<file path="src/rtl/display_scan_ring.sv">
// display_scan_ring
// Multiplexed 7-segment display scanner. A prescaler divides the system clock
// into digit slots of DIV cycles. At each slot end the select advances to the
// next digit whose mask bit is set. The first BLANK cycles of every slot keep
// all anodes off to avoid ghosting while the segment mux settles.
//
// Ports
//   i_Clk    system clock, rising edge
//   i_Rst    synchronous active-high reset
//   i_En     scan enable; low freezes the scan and blanks the display
//   i_Mask   per-digit enable, bit k = digit k shown
//   o_Anodo  one-hot anode drive, polarity set by ANODE_ACTIVE_LOW
//   o_Sel    index of the current digit, for the segment mux
//   o_Tick   one-cycle pulse at every slot end
//   o_Frame  one-cycle pulse when the scan wraps (new sel <= old sel)
module display_scan_ring #(
    parameter int unsigned N_DIGITS         = 4,
    parameter int unsigned SEL_W            = 2,
    parameter int unsigned DIV              = 50000,
    parameter int unsigned BLANK            = 2,
    parameter int unsigned ANODE_ACTIVE_LOW = 0
) (
    input  logic                i_Clk,
    input  logic                i_Rst,
    input  logic                i_En,
    input  logic [N_DIGITS-1:0] i_Mask,
    output logic [N_DIGITS-1:0] o_Anodo,
    output logic [SEL_W-1:0]    o_Sel,
    output logic                o_Tick,
    output logic                o_Frame
);

    localparam int unsigned CNT_W = (DIV > 1) ? $clog2(DIV) : 1;
    localparam logic [CNT_W-1:0] CNT_LAST = CNT_W'(DIV - 1);

    // Inactive anode level, replicated across the vector.
    localparam logic [N_DIGITS-1:0] ANODE_OFF = {N_DIGITS{(ANODE_ACTIVE_LOW != 0)}};

    // State and registered outputs
    logic [CNT_W-1:0]    r_cnt;
    logic [SEL_W-1:0]    r_sel;
    logic [N_DIGITS-1:0] r_anodo;
    logic                r_tick;
    logic                r_frame;

    // Next-state values
    logic [CNT_W-1:0]    w_cnt_nxt;
    logic [SEL_W-1:0]    w_sel_nxt;
    logic [N_DIGITS-1:0] w_anodo_nxt;
    logic                w_tick_nxt;
    logic                w_frame_nxt;

    // Advance search results
    logic                w_found;
    logic [SEL_W-1:0]    w_next_sel;

    logic                w_slot_end;
    logic [N_DIGITS-1:0] w_onehot_nxt;
    logic                w_mask_bit_nxt;

    // Rotating search: first enabled digit after r_sel, ending at r_sel itself.
    always_comb begin
        int unsigned v_idx;
        v_idx      = 0;
        w_found    = 1'b0;
        w_next_sel = r_sel;
        for (int unsigned k = 1; k <= N_DIGITS; k++) begin
            v_idx = 32'(r_sel) + k;
            if (v_idx >= N_DIGITS) begin
                v_idx = v_idx - N_DIGITS;
            end
            if (!w_found && (|(i_Mask & (N_DIGITS'(1) << v_idx)))) begin
                w_found    = 1'b1;
                w_next_sel = SEL_W'(v_idx);
            end
        end
    end

    // One-hot of the next select; mask bit taken by AND to stay width-clean
    // when SEL_W is wider than the digit index.
    assign w_onehot_nxt   = N_DIGITS'(1) << w_sel_nxt;
    assign w_mask_bit_nxt = |(i_Mask & w_onehot_nxt);
    assign w_slot_end     = (r_cnt == CNT_LAST);

    // Next-state and output decode
    always_comb begin
        w_cnt_nxt   = r_cnt;
        w_sel_nxt   = r_sel;
        w_tick_nxt  = 1'b0;
        w_frame_nxt = 1'b0;
        w_anodo_nxt = ANODE_OFF;

        if (i_En) begin
            if (w_slot_end) begin
                w_cnt_nxt  = '0;
                w_tick_nxt = 1'b1;
                // An all-zero mask finds nothing: select holds and no frame.
                if (w_found) begin
                    w_sel_nxt   = w_next_sel;
                    w_frame_nxt = (w_next_sel <= r_sel);
                end
            end else begin
                w_cnt_nxt = r_cnt + CNT_W'(1);
            end

            // Anode lights only after the blanking window and while the
            // digit is still enabled; the mask is applied every cycle.
            if ((32'(w_cnt_nxt) >= BLANK) && w_mask_bit_nxt) begin
                w_anodo_nxt = ANODE_OFF ^ w_onehot_nxt;
            end
        end
    end

    // State register
    always_ff @(posedge i_Clk) begin
        if (i_Rst) begin
            r_cnt   <= '0;
            r_sel   <= '0;
            r_anodo <= ANODE_OFF;
            r_tick  <= 1'b0;
            r_frame <= 1'b0;
        end else begin
            r_cnt   <= w_cnt_nxt;
            r_sel   <= w_sel_nxt;
            r_anodo <= w_anodo_nxt;
            r_tick  <= w_tick_nxt;
            r_frame <= w_frame_nxt;
        end
    end

    // Select and anode update on the same edge, so segment data is stable
    // whenever an anode turns on (every slot opens with a blank or the same
    // digit).
    assign o_Anodo = r_anodo;
    assign o_Sel   = r_sel;
    assign o_Tick  = r_tick;
    assign o_Frame = r_frame;

endmodule
</file>
<file path="config.mk">
export PLATFORM = sky130hd
export DESIGN_NAME = display_scan_ring
export DESIGN_NICKNAME = d
export VERILOG_FILES = /design/src/rtl/display_scan_ring.sv
export SDC_FILE = /design/constraint.sdc
export NUM_CORES = 1
export LEC_CHECK = 0
export CAP_MARGIN = 30
export CORE_MARGIN = 8
export CORE_UTILIZATION = 35
export CTS_BUF_LIST = sky130_fd_sc_hd__clkbuf_4 sky130_fd_sc_hd__clkbuf_8
export DETAILED_ROUTE_END_ITERATION = 10
export MAX_ROUTING_LAYER = met4
export PLACE_DENSITY = 0.51
export SYNTH_ARGS = -nofsm -noshare
export SYNTH_HDL_FRONTEND = slang
export SYNTH_SLANG_ARGS = --single-unit
</file>
<file path="constraint.sdc">
create_clock -name i_Clk -period 4.79 [get_ports i_Clk]
set_input_delay 0.479 -clock i_Clk [delete_from_list [all_inputs] [get_ports i_Clk]]
set_output_delay 0.479 -clock i_Clk [all_outputs]
set_load 0.02 [all_outputs]
</file>
==> results.json <==
{
  "wirelength_um": 4210,
  "n_antenna_cell": 0,
  "crit_fanout": 11,
  "nets": 232,
  "grt_usage": 0.124,
  "drt_antenna_net_count": 0,
  "die-area_um2": 7340,
  "layout_setup_ws_ns": 1.92,
  "ios": 15,
  "numClockSinks": 24,
  "final_setup_violation_count": 0,
  "cp_data_arrival_time_ns": 3.07,
  "syn_avg_cell_area_um2": 7.90,
  "via_per_inst": 5.83,
  "smallest_hold_slack_ns": 0.476,
  "start_util": 0.362,
  "layoutNonFillerInstCount": 271,
  "finalWorstPathRequiredPeriod_ns": 2.87,
  "num_vias": 1579,
  "number_of_warnings_issued_by_yosys": 0,
  "run_status": "finished clean",
  "pre_cts_ws_ns": 1.88,
  "pin_count_of_the_biggest_net_entering_global_routing": 20,
  "cts-htree-levels": 1,
  "post_cts_resized": 0,
  "regToRegSetupSlack_ns": 1.92,
  "power-per-cell-area_nw_per_um2": 201,
  "fillCellCount": 499,
  "postLayoutCellArea_um2": 1880,
  "final.period_utilization": 0.600,
  "drt_first_pass_iters": 4,
  "yosys.cell_types.count": 49,
  "chipHeight_um": 85.7,
  "final_core_utilization": 0.401,
  "max_freq_mhz": 348,
  "detailed_place.area_um2": 1830,
  "clkTransAtPathRegs_ns": 0.09,
  "clkLatencyLatePin_ns": 0.27,
  "clock-skew-final_ns": 0.00161,
  "worst-slew-pin-transition_ns": 0.744,
  "syn-cell-area_um2": 1700,
  "synth-edff-count": 0,
  "post_cts_buffers": 0,
  "hold_bufs_inserted_after_cts": 0,
  "setup.worst_path.class": "flop to flop",
  "worstHoldPathType": "flop to flop",
  "synth_nets": 229,
  "rsz0062_at_grt": "no",
  "grt_pass1_vias": 1519,
  "rows": 25,
  "drc_errors": 0,
  "drt-initial-drc-count": 37,
  "slew_headroom": 0.502,
  "port_buffer_count": 14,
  "post_route_cells_drive_above_1_share": 0.0737,
  "mostFrequentLayoutCell": "nor2_1",
  "worstSetupEndpointType": "flop",
  "die-width_um": 85.7,
  "synth-seq-cells": 24,
  "final_hold_viol_count": 0,
  "setup_total_negative_slack_ns": 0,
  "clockBufferDepth": 2,
  "gp_routability_congestion": 0.844,
  "dp_cells": 267,
  "cap_violations": 0,
  "layout.cells.most_common_list": "26 x nor2_1, 24 x dfxtp_1, 17 x nand2_1, 14 x clkdlybuf4s50_1, 13 x a21oi_1",
  "crit_path_start_kind": "flop",
  "worst_ep_required_time_ns": 4.98,
  "syn_to_final_growth_pct": 10.8,
  "share_of_async_settable_or_async_resettable_flops_after_synthesis": 0,
  "finalMaxSlewViolations": 0,
  "numCtsBuffers": 3,
  "fp.coreArea_um2": 4690,
  "drt-wirelength-per-cell_um": 15.5,
  "cts_tree": "done",
  "leakagePower_nw": 0.652,
  "yosys_most_used_dff": "dfxtp_1",
  "synthCells": 215,
  "global_route_wire_length_before_repair_um": 7280,
  "detailedPlacementHpwl_um": 3050,
  "max-vdd-ir-drop_mv": 0.101,
  "antenna_found_initial": 0,
  "cts_root_buffer": "clkbuf_8",
  "grt_ovf": 0,
  "synth-seq-area-share": 0.283,
  "p_total_uw": 379
}
-- critical path, stage by stage, from the launching register on --
cell and delay, ns:
dfxtp_1 0.46, ha_1 0.42, or4b_4 0.52, nor4_4 0.55
nand3b_2 0.21, mux2_4 0.37, nor4b_2 0.25
-- final timing paths --
| check | start | endpoint | depth (start not counted) |
|---|---|---|---|
| min | r_cnt[15] | r_cnt[15] | 2 |
| min reg2reg | r_cnt[15] | r_cnt[15] | 2 |
| max | r_cnt[0] | o_Anodo[3] | 6 |
| max reg2reg | r_cnt[0] | o_Anodo[3] | 6 |
-- layout make-up --
class | instances | area, um2 | area share
sequential | 24 | 480 | 0.255
multi-input combinational | 168 | 1110 | 0.591
timing repair buffer | 14 | 140 | 0.0745
clock buffer | 4 | 55.1 | 0.0293
tap | 54 | 67.6 | 0.0359
inverter | 7 | 26.3 | 0.0140
-- layer usage --
metal	wire (um)	GRT usage
met5	0	-
met4	96	0.0494
met3	145	0.0248
met2	1950	0.199
met1	2020	0.150
-- report_power, final --
group / internal [mW] / switching (mW)
registers: 0.201 / 0.00269
clock network: 0.0735 / 0.0674
logic: 0.0141 / 0.0202
-- synth_stat cells (all sizes together), types with 3 or more instances --
library cell | instances | area [um2]
nor2 | 26 | 97.6
dfxtp | 24 | 480
nand2 | 17 | 63.8
a21oi | 13 | 65.1
buf | 10 | 56.3
nand3 | 9 | 45.0
nor4 | 9 | 71.3
a22oi | 8 | 60.1
nand4 | 8 | 50.1
nor3 | 8 | 40.0
ha | 7 | 87.6
inv | 7 | 26.3
o21ai | 7 | 35.0
clkbuf | 6 | 22.5
xnor2 | 6 | 52.6
xor2 | 5 | 43.8
and3 | 4 | 25.0
nor4b | 3 | 38.8
o31ai | 3 | 27.5
or3 | 3 | 18.8
-- sequential cells by signal, summed over array words and instances, names as in the netlist --
name     count
r_cnt       16
o_Anodo      4
o_Sel        2
o_Frame      1
o_Tick       1
-- logic make-up after synthesis --
logic type	share of synthesized area
XOR/XNOR	0.0567
AO/OA/AOI/OAI	0.180
multiplexers	0.0206
flip-flops	0.283
adder cells (fa/ha/maj)	0.0516
buffers and inverters	0.0619
AND/OR/NAND/NOR	0.346
No activity file was read; power rests on OpenSTA's default activity.
